$ cat config.mk
export PLATFORM = sky130hd
export DESIGN_NAME = spi_byte_phy
export DESIGN_NICKNAME = d
export VERILOG_FILES = /design/src/rtl/spi_byte_phy.sv
export SDC_FILE = /design/constraint.sdc
export NUM_CORES = 1
export LEC_CHECK = 0
export BUFFER_PORTS_ARGS = -buffer_cell sky130_fd_sc_hd__clkbuf_2
export CORE_MARGIN = 3
export CORE_UTILIZATION = 45
export DETAILED_ROUTE_END_ITERATION = 6
export GPL_TIMING_DRIVEN = 0
export PLACE_DENSITY = 0.69
export SLEW_MARGIN = 0
export SYNTH_ARGS = -nofsm -noshare
export SYNTH_HDL_FRONTEND = slang
export SYNTH_SLANG_ARGS = --single-unit
$ cat constraint.sdc
create_clock -name p_clk -period 5.4 [get_ports p_clk]
set_input_delay 1.08 -clock p_clk [delete_from_list [all_inputs] [get_ports p_clk]]
set_output_delay 1.08 -clock p_clk [all_outputs]
set_load 0.01 [all_outputs]
$ cat src/rtl/spi_byte_phy.sv
// spi_byte_phy: byte-wide request/response to a 1-bit SPI mode-0 link.
// Owns chip-select setup/hold timing and SCLK generation for one NOR flash.
// Build option: define SPI_PHY_LOOPBACK_EN to sample spi_mosi instead of
// spi_miso (self-test: rx_byte echoes tx_byte).
module spi_byte_phy #(
    parameter int CLK_DIV      = 2,
    parameter int CS_SETUP_CYC = 2,
    parameter int CS_HOLD_CYC  = 2
) (
    input  logic       p_clk,
    input  logic       p_reset_n,
    input  logic       cs_req,
    input  logic [7:0] tx_byte,
    input  logic       tx_valid,
    output logic       tx_ready,
    output logic [7:0] rx_byte,
    output logic       rx_valid,
    output logic       busy,
    output logic       spi_cs_n,
    output logic       spi_sclk,
    output logic       spi_mosi,
    input  logic       spi_miso
);

    localparam int CW = 16;
    localparam logic [CW-1:0] DIV_LAST   = CW'(CLK_DIV - 1);
    localparam logic [CW-1:0] SETUP_LAST = CW'(CS_SETUP_CYC - 1);
    localparam logic [CW-1:0] HOLD_LAST  = CW'(CS_HOLD_CYC - 1);

    typedef enum logic [2:0] {IDLE, SETUP, READY, SHIFT, HOLD} state_e;

    state_e        state_q;
    logic [CW-1:0] tmr_q;      // setup / hold cycle count
    logic [CW-1:0] div_q;      // SCLK half-period divider
    logic [2:0]    bit_q;      // completed falling edges in this byte
    logic [6:0]    tx_sh_q;    // bits still to go out after the one on MOSI
    logic [7:0]    rx_sh_q;
    logic [7:0]    rx_byte_q;
    logic          rx_valid_q;
    logic          tx_ready_q;
    logic          busy_q;
    logic          cs_n_q;
    logic          sclk_q;
    logic          mosi_q;
    logic          miso_s;

`ifdef SPI_PHY_LOOPBACK_EN
    logic unused_miso;
    assign unused_miso = spi_miso;
    assign miso_s      = mosi_q;
`else
    assign miso_s      = spi_miso;
`endif

    // Link FSM: all pin and handshake outputs are registered here.
    always_ff @(posedge p_clk or negedge p_reset_n) begin
        if (!p_reset_n) begin
            state_q    <= IDLE;
            tmr_q      <= '0;
            div_q      <= '0;
            bit_q      <= '0;
            tx_sh_q    <= '0;
            rx_sh_q    <= '0;
            rx_byte_q  <= '0;
            rx_valid_q <= 1'b0;
            tx_ready_q <= 1'b0;
            busy_q     <= 1'b0;
            cs_n_q     <= 1'b1;
            sclk_q     <= 1'b0;
            mosi_q     <= 1'b0;
        end else begin
            rx_valid_q <= 1'b0;
            case (state_q)
                IDLE: begin
                    if (cs_req) begin
                        state_q <= SETUP;
                        cs_n_q  <= 1'b0;
                        busy_q  <= 1'b1;
                        tmr_q   <= '0;
                    end
                end
                SETUP: begin
                    if (tmr_q == SETUP_LAST) begin
                        state_q    <= READY;
                        tx_ready_q <= 1'b1;
                        tmr_q      <= '0;
                    end else begin
                        tmr_q <= tmr_q + CW'(1);
                    end
                end
                READY: begin
                    // A pending byte wins over a cs_req drop; the drop is seen on return.
                    if (tx_valid) begin
                        state_q    <= SHIFT;
                        tx_ready_q <= 1'b0;
                        mosi_q     <= tx_byte[7];
                        tx_sh_q    <= tx_byte[6:0];
                        div_q      <= '0;
                        bit_q      <= '0;
                    end else if (!cs_req) begin
                        state_q    <= HOLD;
                        tx_ready_q <= 1'b0;
                        tmr_q      <= '0;
                    end
                end
                SHIFT: begin
                    if (div_q == DIV_LAST) begin
                        div_q <= '0;
                        if (!sclk_q) begin
                            sclk_q  <= 1'b1;
                            rx_sh_q <= {rx_sh_q[6:0], miso_s};
                        end else begin
                            sclk_q <= 1'b0;
                            if (bit_q == 3'd7) begin
                                // Last fall: hand the byte back and reopen the request side.
                                bit_q      <= '0;
                                rx_byte_q  <= rx_sh_q;
                                rx_valid_q <= 1'b1;
                                tx_ready_q <= 1'b1;
                                state_q    <= READY;
                            end else begin
                                bit_q   <= bit_q + 3'd1;
                                mosi_q  <= tx_sh_q[6];
                                tx_sh_q <= {tx_sh_q[5:0], 1'b0};
                            end
                        end
                    end else begin
                        div_q <= div_q + CW'(1);
                    end
                end
                HOLD: begin
                    if (tmr_q == HOLD_LAST) begin
                        state_q <= IDLE;
                        cs_n_q  <= 1'b1;
                        busy_q  <= 1'b0;
                        tmr_q   <= '0;
                    end else begin
                        tmr_q <= tmr_q + CW'(1);
                    end
                end
                default: state_q <= IDLE;
            endcase
        end
    end

    assign tx_ready = tx_ready_q;
    assign rx_byte  = rx_byte_q;
    assign rx_valid = rx_valid_q;
    assign busy     = busy_q;
    assign spi_cs_n = cs_n_q;
    assign spi_sclk = sclk_q;
    assign spi_mosi = mosi_q;

endmodule
[Yosys cells after proc, flatten, opt, wreduce, memory -nomap -nowiden]
Index checks and enable logic that the tools add are counted.
Storage, ports and cells
  register bits: 67
  bits of input ports: 13
  output and inout port bits: 14
  word-level logic and storage cells: 100
Cells by class
  $add $sub $neg: 3
  equality and inequality tests: 18
  multiplexer cells: 49
  bitwise logic cells: 1
  reduce and logical (&&, ||, !) cells: 16
Operator list (number)
  16-bit two-way mux: 6
  16-bit case mux with 3 select lines: 1
  3-bit two-way mux: 12
  16-bit by 1-bit adder with 16-bit output (second input constant): 2
  16-bit by 1-bit equality test with 1-bit output (second input constant): 2
  16-bit case mux with 2 select lines: 1
  7-bit two-way mux: 4
  2-bit != test (second input constant): 10
  1-bit two-way mux: 18
  3-bit case mux with 5 select lines: 1
  7-bit case mux with 2 select lines: 1
  4-bit AND reduction: 3
  7-bit AND reduction: 1
  3-bit by 2-bit equality test with 1-bit output (second input constant): 2
  3-bit equality test (second input constant): 2
  1-bit case mux with 2 select lines: 3
  3-bit case mux with 2 select lines: 1
  3-bit AND reduction: 2
  6-bit AND reduction: 1
  3-bit nonzero test: 2
  5-bit AND reduction: 1
  2-bit AND reduction: 2
  2-bit nonzero test: 2
  3-bit by 1-bit adder with 3-bit output (second input constant): 1
  6 further kinds: 6

[Longest topological paths before layout]
  depth in word-level cells: 5
  mapped depth: 9
  depth with buffers taken out: 7

[Worst setup path after synthesis]
No wires, ideal clock.
  path kind: in2reg
  start point: input tx_valid
  end point: register tmr_q[10]
  setup time: 122 ps
  data arrival time: 2115 ps
  data required time: 5278 ps
  path slack: 3163 ps
  stages on the path: 5
  path buffers: 0
  path through: or4b_4 -> a21oi_4 -> nor2_1 -> nor2_2 -> nor2_1
On the way
  word-level cells in the longest chain between the ends: 2
Ends and longest elaborated chain
  start, declared: RTL line 14  | input logic tx_valid,
  2-bit != test (no source line)
  4-bit AND reduction (no source line)
  end signal, assigned: RTL line 88  | tmr_q <= tmr_q + CW'(1);
  end signal, assigned: RTL line 138  | tmr_q <= tmr_q + CW'(1);
  end, declared: RTL line 33  | logic [CW-1:0] tmr_q;
Every way passes these cells.
A chain may end at the register's enable or synchronous reset.

[Worst setup path after layout]
  start point: input tx_valid
  end point: register tmr_q[12]
Same word-level chain as after synthesis.

==> summary.md <==
| Metric | Value |
|---|---|
| Status | finished clean |
| Hold Crit Class | flip-flop to flip-flop |
| Worst path slowest cell | or4b_4 |
| DRC | 0 |
| Sequential element share of the synthesized area | 49.96% |
| Final count of hold timing violations | 0 |
| Nature of the critical path endpoint | flip-flop |
| Gpl congestion | approximately 0.87 |
| Clk_skew | 0.01321 ns |
| CP startpoint kind | primary input |
| Max-slew headroom at the worst pin | 52.11% |
| 1st-iter DRT viols | 160 |
| Ys flop type | dfrtp_1 |
| Total GRT Usage | 16.62% |
| Distinct cells, synth | between 40 and 50 |
| Die extent in x | 92.39 microns |
| Max VDD drop | 0.0001279 V |
| Critical Path Max Stage Delay | 0.56 ns |
| CTS tree | yes |
| Core area | 7019 sq um |
| Largest net degree at the start of global routing | 47 |
| CTS max path bufs | 2 |
| CTS Buf Count | 9 |
| Vias in the first global route | 2371 |
| Combinational power share | between 2 and 2.5% |
| Worst-path clk slew | 0.08 ns |
| Area of the multi-input gates | 1562 sq um |
| Final Cycle Share | 40.16% |
| Antenna Cells | 0 |
| Static Leak | ~1.9 nW |
| Pwr Total | 959.1 uW |
| Remaining Overflow, GRT | 0 |
| Post-CTS sizing | 0 |
| Mapped Area | 3358 sq um |
| First-pass GRT wire length | roughly 11000 microns |
| HPWL Detailed | ~4700 microns |
| CP arrival | 2.40 ns |
| Vias | 2648 |
| Initial antenna violation count | 0 |
| Total clock sinks | 67 |
| Register bit total from synthesis | 67 |
| Final setup violation count | 0 |
| Post-CTS Setup Inserts | 0 |
| H-tree depth | 3 |
| Slew @ Worst Pin | 0.7157 ns |
| Port buffer count | 26 |
| Die area | 8535 sq um |
| Nets | 391 |
| Crit-path max FO | 6 |
| Syn Nets | 353 |
| Ys async rst share | 100.0% |
| # IOs | 27 |
| P_int | 729.4 uW |
| # Max-Cap Violations | 0 |
| Fillers | 648 |
| Hold buffers post-CTS | 0 |
| Die extent in y | 92.39 microns |
| Clk root buf | clkbuf_8 |
| Syn Area/Cell | about 10 sq um |
| Top cell by count, worst path | nor2_1 |
| Tmin final | 2.169 ns |
| Pwr Density | about 250 nW/um^2 |
| Clk Latency, worst-skew pair | between 0.3 and 0.4 ns |
| Total wire length | 6646 microns |
| Max-slew violations | 0 |
| Top Family by Delay on Critical Path | simple AND/OR/NAND/NOR gates |
| Register Area | 1678 sq um |
| Fraction of layout cells with a size suffix above 1 | roughly 22% |
| Cells after synthesis | 334 |
| Wire per inst | 14.05 microns |
| Via-to-Cell Ratio | approximately 5.6 |
| Syn-to-layout area delta | 14.49% |
| Site Rows | 30 |
| WP data required | approximately 5.6 ns |
| RSZ-0062 raised after global routing | false |
| Crit path buf inv count | 1 |
| Sequential share of power | 52.3% |
| Drt pass-1 iters | 4 |
| Clk pwr share | 45.6% |
| CP Cell Sequence | clkbuf_2 -> or4b_4 -> a21oi_4 -> nor2_1 -> nor2_2 -> nor2_1 |
| Fmax | 0.4611 GHz |
| Crit path kind | primary input to flip-flop |
| Total of warnings raised by yosys | 0 |
| Antenna-violating nets left | 0 |
| Post-synth EDFFs | 0 |
| Psw | 229.7 uW |
| Setup_tns | 0 ns |
| Initial Util | 47.84% |
| Switching Fraction | 23.94% |
registers in the layout, indices dropped and copies added (netlist names):
name / count
bit_q: 3
rx_sh_q: 8
rx_valid: 1
busy: 1
tmr_q: 16
tx_sh_q: 7
tx_ready: 1
state_q: 3
div_q: 16
rx_byte: 8
spi_mosi: 1
spi_sclk: 1
spi_cs_n: 1
cell families after synthesis:
kind of cell             share of synthesized area (%)
adder cells (fa/ha/maj)                          2.235
XOR/XNOR                                         2.347
buffers and inverters                            3.539
AND/OR/NAND/NOR                                  18.29
flip-flops                                       49.96
AO/OA/AOI/OAI                                    15.24
multiplexers                                     8.383
power by group through the flow:
stage | sequential, mW | combinational (mW) | clock, mW
after floorplan | 0.511 | 0.00294 | 0
after global placement | 0.511 | 0.0185 | 0
after detailed placement | 0.511 | 0.0215 | 0
after CTS | 0.501 | 0.0215 | 0.450
after global routing | 0.501 | 0.0240 | 0.474
final | 0.501 | 0.0204 | 0.437
cells in the final DEF, fill, tap and decap left out, drive strengths merged, types with 2 or more instances in the layout:
cell      instances
nor3b             2
nand3            14
o31ai             2
o22ai             4
clkbuf           36
a41oi             3
a31oi            17
nand2b            5
nand2            41
nor4             10
nor2b             4
or2               3
nor3              5
mux2i             9
mux2             17
and3              5
buf              13
ha                6
clkinvlp          2
xor2              7
nand4             4
o2111ai           4
dfrtp            66
inv              11
xnor2             2
a21oi            23
nor2             19
or3               5
o21ai            26
metrics by stage:
| step | setup slack (ns) | hold slack, ns | instance area (sq um) | std cells | util (%) |
|---|---|---|---|---|---|
| floorplan | 3.163 | 0.4492 | 3358 | 334 | - |
| global placement | 2.780 | 0.4607 | 3608 | 456 | 51.41 |
| detailed placement | 2.879 | 0.4732 | 3638 | 457 | 51.84 |
| CTS | 3.251 | 0.4912 | 3845 | 473 | 54.78 |
| global route | 3.173 | 0.5261 | 3845 | 473 | 54.78 |
| finish | 3.231 | 0.4845 | 3845 | 473 | 54.78 |
cell usage after synthesis, types with 2 or more instances:
cell type	number	area, sq um
nor4_1	10	62.56
xor2_1	7	61.31
or2_2	3	18.77
dfrtp_1	66	1652
nand3_1	14	70.07
ha_1	6	75.07
o22ai_1	4	25.02
o2111ai_1	4	35.03
mux2_2	17	191.4
o31ai_1	2	15.01
a41oi_1	3	26.28
a21oi_1	22	110.1
o21ai_0	25	125.1
nand2_1	40	150.1
nand2b_1	5	31.28
a31oi_1	17	106.4
buf_4	4	30.03
buf_6	3	33.78
nor2_1	17	63.81
buf_2	5	25.02
nor2b_1	3	18.77
nor2_2	2	12.51
xnor2_1	2	17.52
nor3_1	5	25.02
inv_1	7	26.28
or3_1	5	31.28
nor3b_1	2	15.01
nand4_1	4	25.02
and3_1	5	31.28
mux2i_1	9	90.09
final timing paths:
path	from	to	slack, ns	cells past startpoint
min in group asynchronous	p_reset_n	div_q[9]	0.65	1
setup reg to reg	div_q[0]	div_q[12]	3.37	8
setup / recovery	tx_valid	tmr_q[12]	3.23	6
hold / removal	tx_sh_q[6]	tx_sh_q[6]	0.48	2
max in group asynchronous	p_reset_n	tmr_q[0]	4.22	2
hold reg to reg	tx_sh_q[6]	tx_sh_q[6]	0.48	2
worst min-delay path, cell delays in order (launching register included):
cell and delay, ns:
dfrtp_1 0.35, nand2_1 0.05, o21ai_0 0.06
layer usage:
metal / share of wire (%) / global-route usage [%]
met1: 50 / 23.93
met2: 44 / 24.23
met3: 4.1 / 5.118
met4: 1.1 / 4.455
met5: 0 / 0
layout make-up:
class / instances / area share, %
Clock inverter: 7 / 2.148
Clock buffer: 9 / 3.222
Sequential cell: 67 / 43.64
Inverter: 7 / 0.6834
Tap cell: 96 / 3.124
Buffer: 13 / 2.408
Multi-Input combinational cell: 247 / 40.61
Timing Repair Buffer: 27 / 4.165
Note: power is estimated with default switching activity, not from simulation.
